**config.mk**
```make
export PLATFORM = sky130hd
export DESIGN_NAME = multicycle_ctrl
export DESIGN_NICKNAME = d
export VERILOG_FILES = /design/src/rtl/multicycle_ctrl.sv
export SDC_FILE = /design/constraint.sdc
export NUM_CORES = 1
export LEC_CHECK = 0
export ABC_AREA = 1
export BUFFER_PORTS_ARGS = -buffer_cell sky130_fd_sc_hd__buf_2
export CAP_MARGIN = 20
export CORE_UTILIZATION = 46
export CTS_CLUSTER_SIZE = 10
export DETAILED_ROUTE_END_ITERATION = 8
export PLACE_DENSITY = 0.83
export SLEW_MARGIN = 20
export SYNTH_ARGS = -nofsm -noshare
export SYNTH_HDL_FRONTEND = slang
export SYNTH_SLANG_ARGS = --single-unit
export TNS_END_PERCENT = 1
```
**constraint.sdc**
```tcl
create_clock -name CLK -period 2.4 [get_ports CLK]
set_input_delay 0.36 -clock CLK [delete_from_list [all_inputs] [get_ports CLK]]
set_output_delay 0.36 -clock CLK [all_outputs]
set_load 0.1 [all_outputs]
```
**src/rtl/multicycle_ctrl.sv**
```systemverilog
// Main sequencing FSM for the multicycle RV32I core: drives the shared ALU, the unified memory
// port, IR/PC enables and register-file writes. It also contains the main, ALU and ImmSrc decoders.
module multicycle_ctrl #(
  parameter int unsigned OP_WIDTH       = 7,
  parameter int unsigned FUNCT3_WIDTH   = 3,
  parameter int unsigned ALU_CTRL_WIDTH = 3,
  parameter int unsigned IMM_SRC_WIDTH  = 2,
  parameter int unsigned STATE_WIDTH    = 4
) (
  input  logic                      CLK,
  input  logic                      RST,
  input  logic [OP_WIDTH-1:0]       op,
  input  logic [FUNCT3_WIDTH-1:0]   funct3,
  input  logic                      funct7_5,
  input  logic                      Zero,
  input  logic                      MemReady,
  output logic                      MemRead,
  output logic                      MemWrite,
  output logic                      AdrSrc,
  output logic                      IRWrite,
  output logic                      PCWrite,
  output logic                      RegWrite,
  output logic [1:0]                ResultSrc,
  output logic [1:0]                ALUSrcA,
  output logic [1:0]                ALUSrcB,
  output logic [ALU_CTRL_WIDTH-1:0] ALUControl,
  output logic [IMM_SRC_WIDTH-1:0]  ImmSrc,
  output logic                      Illegal,
  output logic [STATE_WIDTH-1:0]    State
);

  typedef enum logic [STATE_WIDTH-1:0] {
    StFetch    = STATE_WIDTH'(0),
    StDecode   = STATE_WIDTH'(1),
    StMemAdr   = STATE_WIDTH'(2),
    StMemRead  = STATE_WIDTH'(3),
    StMemWb    = STATE_WIDTH'(4),
    StMemWrite = STATE_WIDTH'(5),
    StExecR    = STATE_WIDTH'(6),
    StAluWb    = STATE_WIDTH'(7),
    StExecI    = STATE_WIDTH'(8),
    StJal      = STATE_WIDTH'(9),
    StBeq      = STATE_WIDTH'(10),
    StIllegal  = STATE_WIDTH'(11)
  } state_e;

  localparam logic [OP_WIDTH-1:0] OpLoad   = OP_WIDTH'(7'b0000011);
  localparam logic [OP_WIDTH-1:0] OpStore  = OP_WIDTH'(7'b0100011);
  localparam logic [OP_WIDTH-1:0] OpRType  = OP_WIDTH'(7'b0110011);
  localparam logic [OP_WIDTH-1:0] OpIType  = OP_WIDTH'(7'b0010011);
  localparam logic [OP_WIDTH-1:0] OpJal    = OP_WIDTH'(7'b1101111);
  localparam logic [OP_WIDTH-1:0] OpBranch = OP_WIDTH'(7'b1100011);

  state_e                    r_state, w_next;
  logic                      w_mem_read, w_mem_write, w_adr_src, w_ir_write, w_pc_write;
  logic                      w_reg_write, w_illegal;
  logic [1:0]                w_result_src, w_alu_src_a, w_alu_src_b, w_alu_op;
  logic [ALU_CTRL_WIDTH-1:0] w_alu_ctrl;
  logic [IMM_SRC_WIDTH-1:0]  w_imm_src;

  always_ff @(posedge CLK or negedge RST) begin
    if (!RST) r_state <= StFetch;
    else      r_state <= w_next;
  end

  always_comb begin
    w_next       = r_state;
    w_mem_read   = 1'b0;
    w_mem_write  = 1'b0;
    w_adr_src    = 1'b0;
    w_ir_write   = 1'b0;
    w_pc_write   = 1'b0;
    w_reg_write  = 1'b0;
    w_illegal    = 1'b0;
    w_result_src = 2'b00;
    w_alu_src_a  = 2'b00;
    w_alu_src_b  = 2'b00;
    w_alu_op     = 2'b00;
    case (r_state)
      StFetch: begin
        w_mem_read   = 1'b1;
        w_alu_src_b  = 2'b10;
        w_result_src = 2'b10;
        w_ir_write   = MemReady;
        w_pc_write   = MemReady;
        if (MemReady) w_next = StDecode;
      end
      StDecode: begin
        w_alu_src_a = 2'b01;
        w_alu_src_b = 2'b01;
        case (op)
          OpLoad, OpStore: w_next = StMemAdr;
          OpRType:         w_next = StExecR;
          OpIType:         w_next = StExecI;
          OpJal:           w_next = StJal;
          OpBranch:        w_next = StBeq;
          default:         w_next = StIllegal;
        endcase
      end
      StMemAdr: begin
        w_alu_src_a = 2'b10;
        w_alu_src_b = 2'b01;
        w_next      = op[5] ? StMemWrite : StMemRead;
      end
      StMemRead: begin
        w_mem_read = 1'b1;
        w_adr_src  = 1'b1;
        if (MemReady) w_next = StMemWb;
      end
      StMemWb: begin
        w_result_src = 2'b01;
        w_reg_write  = 1'b1;
        w_next       = StFetch;
      end
      StMemWrite: begin
        w_mem_write = 1'b1;
        w_adr_src   = 1'b1;
        if (MemReady) w_next = StFetch;
      end
      StExecR: begin
        w_alu_src_a = 2'b10;
        w_alu_op    = 2'b10;
        w_next      = StAluWb;
      end
      StExecI: begin
        w_alu_src_a = 2'b10;
        w_alu_src_b = 2'b01;
        w_alu_op    = 2'b10;
        w_next      = StAluWb;
      end
      StAluWb: begin
        w_reg_write = 1'b1;
        w_next      = StFetch;
      end
      StJal: begin
        // ALUOut still holds the target from DECODE; ALU now forms PC+4 for the link
        w_alu_src_a = 2'b01;
        w_alu_src_b = 2'b10;
        w_pc_write  = 1'b1;
        w_next      = StAluWb;
      end
      StBeq: begin
        w_alu_src_a = 2'b10;
        w_alu_op    = 2'b01;
        w_pc_write  = Zero;
        w_next      = StFetch;
      end
      StIllegal: w_illegal = 1'b1;
      default:   w_next = StFetch;
    endcase
  end

  always_comb begin
    w_alu_ctrl = ALU_CTRL_WIDTH'(3'b000);
    case (w_alu_op)
      2'b01: w_alu_ctrl = ALU_CTRL_WIDTH'(3'b001);
      2'b10: begin
        case (funct3)
          FUNCT3_WIDTH'(3'b000): w_alu_ctrl = (op[5] & funct7_5) ? ALU_CTRL_WIDTH'(3'b001)
                                                                 : ALU_CTRL_WIDTH'(3'b000);
          FUNCT3_WIDTH'(3'b010): w_alu_ctrl = ALU_CTRL_WIDTH'(3'b101);
          FUNCT3_WIDTH'(3'b110): w_alu_ctrl = ALU_CTRL_WIDTH'(3'b011);
          FUNCT3_WIDTH'(3'b111): w_alu_ctrl = ALU_CTRL_WIDTH'(3'b010);
          default:               w_alu_ctrl = ALU_CTRL_WIDTH'(3'b000);
        endcase
      end
      default: w_alu_ctrl = ALU_CTRL_WIDTH'(3'b000);
    endcase
  end

  always_comb begin
    case (op)
      OpStore:  w_imm_src = IMM_SRC_WIDTH'(2'b01);
      OpBranch: w_imm_src = IMM_SRC_WIDTH'(2'b10);
      OpJal:    w_imm_src = IMM_SRC_WIDTH'(2'b11);
      default:  w_imm_src = IMM_SRC_WIDTH'(2'b00);
    endcase
  end

  // Everything is held at zero while reset is asserted so no write can retire mid-reset
  assign MemRead    = RST & w_mem_read;
  assign MemWrite   = RST & w_mem_write;
  assign AdrSrc     = RST & w_adr_src;
  assign IRWrite    = RST & w_ir_write;
  assign PCWrite    = RST & w_pc_write;
  assign RegWrite   = RST & w_reg_write;
  assign Illegal    = RST & w_illegal;
  assign ResultSrc  = RST ? w_result_src : 2'b00;
  assign ALUSrcA    = RST ? w_alu_src_a : 2'b00;
  assign ALUSrcB    = RST ? w_alu_src_b : 2'b00;
  assign ALUControl = RST ? w_alu_ctrl : '0;
  assign ImmSrc     = RST ? w_imm_src : '0;
  assign State      = RST ? r_state : '0;

endmodule

```
==> results.md <==
- Area Growth Syn to Fin: 52.1%
- Die width: 39.6 um
- DP Area: 908 um2
- Ant. Diodes: 0
- Max Clock Skew: 2.42 ps
- Slew @ Worst Pin: 486 ps
- H-tree level count: 1
- Tot GR Track Use: 0.290
- Share of layout cells above drive strength 1: 0.402
- Post-synth cell types: 18
- Worst skew pair latency: 240 ps
- M1 wire length: 908 um
- Slowest library cell on the worst path: dfrtp_1
- Core box area: 1300 um2
- Maximum clock rate: 429 MHz
- Leak: 0.583 nW
- Pre-Repair DR Iteration Count: 4
- DIE HEIGHT: 39.6 um
- Final instance area: 990 um2
- Cell Chain, Critical Path: nor2_2 > nand2_2 > nand2_2 > ha_1 > nor4_4 > buf_12
- Die Footprint: 1570 um2
- Worst r2r path cells: 9
- Synthesized Nets: 141
- Final slew viol count: 0
- Max incr delay on CP: 490 ps
- Largest net degree at the start of global routing: 14
- WL met2: 1090 um
- Largest regs: r_state x4
- Crit-path leading delay family: simple AND/OR/NAND/NOR gates
- Port Buffers: 36
- Part of the cycle the worst path needs: 0.972
- Final Util: 0.761
- Final Hold Fails: 0
- HP Start: MemReady
- Setup CP Type: flip-flop to output pin
- Via Count: 938
- Antenna violations before repair: 0
- Worst hold path class: input pin to flip-flop
- FF-to-FF setup slack: 990 ps
- Pwr dens: 1420 nW/um2
- Detailed router's first-iteration violation count: 28
- Yosys warnings: 0
- Worst path most repeated cell: nand2_2
- CTS Buf Count: 3
- HPWL Detailed: 1640 um
- Met3 WL: 97 um
- Final worst slack: 67.8 ps
- I/O pins: 37
- Post-synthesis register bit count: 4
- First-pass GRT wire length: 3150 um
- Final setup fails: 0
- Max Used Layer: met4
- FF-to-FF Start: r_state[0]$_DFFE_PN0P_
- Fin crit period: 2330 ps
- Post-Syn Instances: 124
- Worst setup SP type: flip-flop
- Global route overflow: 0
- # DRC: 0
- Pre-CTS setup slack: 260 ps
- Crit path max fanout: 7
- Fillcell total: 101
- WHS Path Cells: 4
- CP arrival: 1970 ps
- Unrepaired setup endpoints after global routing: yes
- Row cnt: 13
- CTS tree: yes
- Effective utilization at floorplan: 0.500
- Sequential area share after synthesis: 0.154
- Commonest non-fill, non-tap cells in the layout: nand2_1 (44), buf_2 (21), inv_1 (16)
- Root buffer cell: clkbuf_4
- Final ANT Viol Nets: 0
- DRT Wirelength: 2110 um
- Worst hold endpoint: r_state[2]$_DFFE_PN0P_
- Routability cong.: 0.878
- Max-cap violation count: 0
- Clock Path Buffers: 2
- Number of flip-flops in the largest register: 4
- Worst VDD drop: 587 uV
- Post-synth design cell area: 651 um2
- Status: completed
- Nets: 183
- Critical Path RT: 2040 ps
- Setup tns final: 0 ps
- Max-slew headroom: 0.678
- Vias per cell: 5.24
- Avg Cell Area, Syn: 5.25 um2
- CTS sink cnt: 4
- Clk slew on worst S/H paths: 40 ps
- Drt wl/cell: 11.8 um
- Vias in the first global route: 788
- Crit end category: output pin
- Setup Buffers After CTS: 0
- Largest Register: r_state
- Hold_ws: 435 ps
- Commonest non-fill, non-tap cell in the layout: nand2_1
- Worst r2r dst: r_state[2]$_DFFE_PN0P_
- Worst path buffer plus inverter count: 1
==> cells by family after synthesis <==
| kind of cell | share of synthesized area |
|---|---|
| compound gates | 0.108 |
| fa+ha+maj | 0.0385 |
| buf+inv | 0.133 |
| flops | 0.154 |
| simple gates | 0.567 |
==> through the flow <==
| stage | instances | power, mW |
|---|---|---|
| after global placement | 175 | 1.23 |
| after detailed placement | 175 | 1.25 |
| after CTS | 179 | 1.34 |
| after floorplan | 124 | 1.07 |
| final | 179 | 1.40 |
| after global routing | 179 | 1.48 |
==> power breakdown <==
part           switching, mW  internal, mW  total, mW
Clock                 0.0273        0.0559     0.0832
Sequential            0.0755         0.104      0.180
Combinational          0.895         0.243       1.14
Total                  0.998         0.403       1.40
==> cells in the mapped netlist <==
cell type | count | area, um2
nand2_1 | 44 | 165
inv_1 | 16 | 60.1
nor2_1 | 13 | 48.8
a21oi_1 | 10 | 50.1
nand3_1 | 7 | 35.0
inv_2 | 6 | 22.5
nand2_2 | 6 | 37.5
dfrtp_1 | 4 | 100
nor2_2 | 4 | 25.0
nor3_1 | 4 | 20.0
a31oi_1 | 2 | 12.5
ha_1 | 2 | 25.0
clkbuf_1 | 1 | 3.75
nand3_2 | 1 | 10.0
nor2_4 | 1 | 11.3
nor3_2 | 1 | 10.0
nor4_1 | 1 | 6.26
o211ai_1 | 1 | 7.51
==> worst reg2reg max path, delay by kind of cell, from the launching register on <==
kind / cells / cell delay [ps]
and+or+nand+nor: 7 / 580
DFF: 1 / 530
buffers and inverters: 2 / 190
==> area by class of cell <==
type / instances / area, um2 / area share
clock buffers: 3 / 22.5 / 0.0228
repair buffers: 38 / 260 / 0.263
inverters: 22 / 82.6 / 0.0834
well taps: 15 / 18.8 / 0.0190
multi-input cells: 97 / 502 / 0.507
flip-flops and latches: 4 / 104 / 0.105
==> what timing repair did <==
| action | 4_1_cts | 5_1_grt |
|---|---|---|
| hold buffers | 1 | 0 |
| resized for setup | 0 | 21 |
| setup endpoints to repair | 0 | 14 |
| endpoints found under the hold margin | 4 | 0 |
==> how the worst max path moves through the flow <==
| stage | start | to | slack (ps) | depth (start not counted) |
|---|---|---|---|---|
| 6_report | r_state[0]$_DFFE_PN0P_ | ALUControl[2] | 70 | 6 |
| 4_1_cts | r_state[1]$_DFFE_PN0P_ | ALUControl[2] | 10 | 7 |
| 3_3_place_gp | r_state[1]$_DFFE_PN0P_ | ALUControl[2] | 330 | 7 |
| 3_5_place_dp | r_state[1]$_DFFE_PN0P_ | ALUControl[2] | 260 | 7 |
| 5_1_grt | RST | AdrSrc | -20 | 5 |
| 2_1_floorplan | r_state[0]$_DFFE_PN0P_ | ALUSrcA[0] | -690 | 4 |
==> routing by layer <==
metal	vias up	global-route usage
li1	467	-
met1	428	0.355
met2	41	0.525
met3	2	0.0227
met4	0	0.0862
met5	-	0
Power figures use the tool's default switching activity.
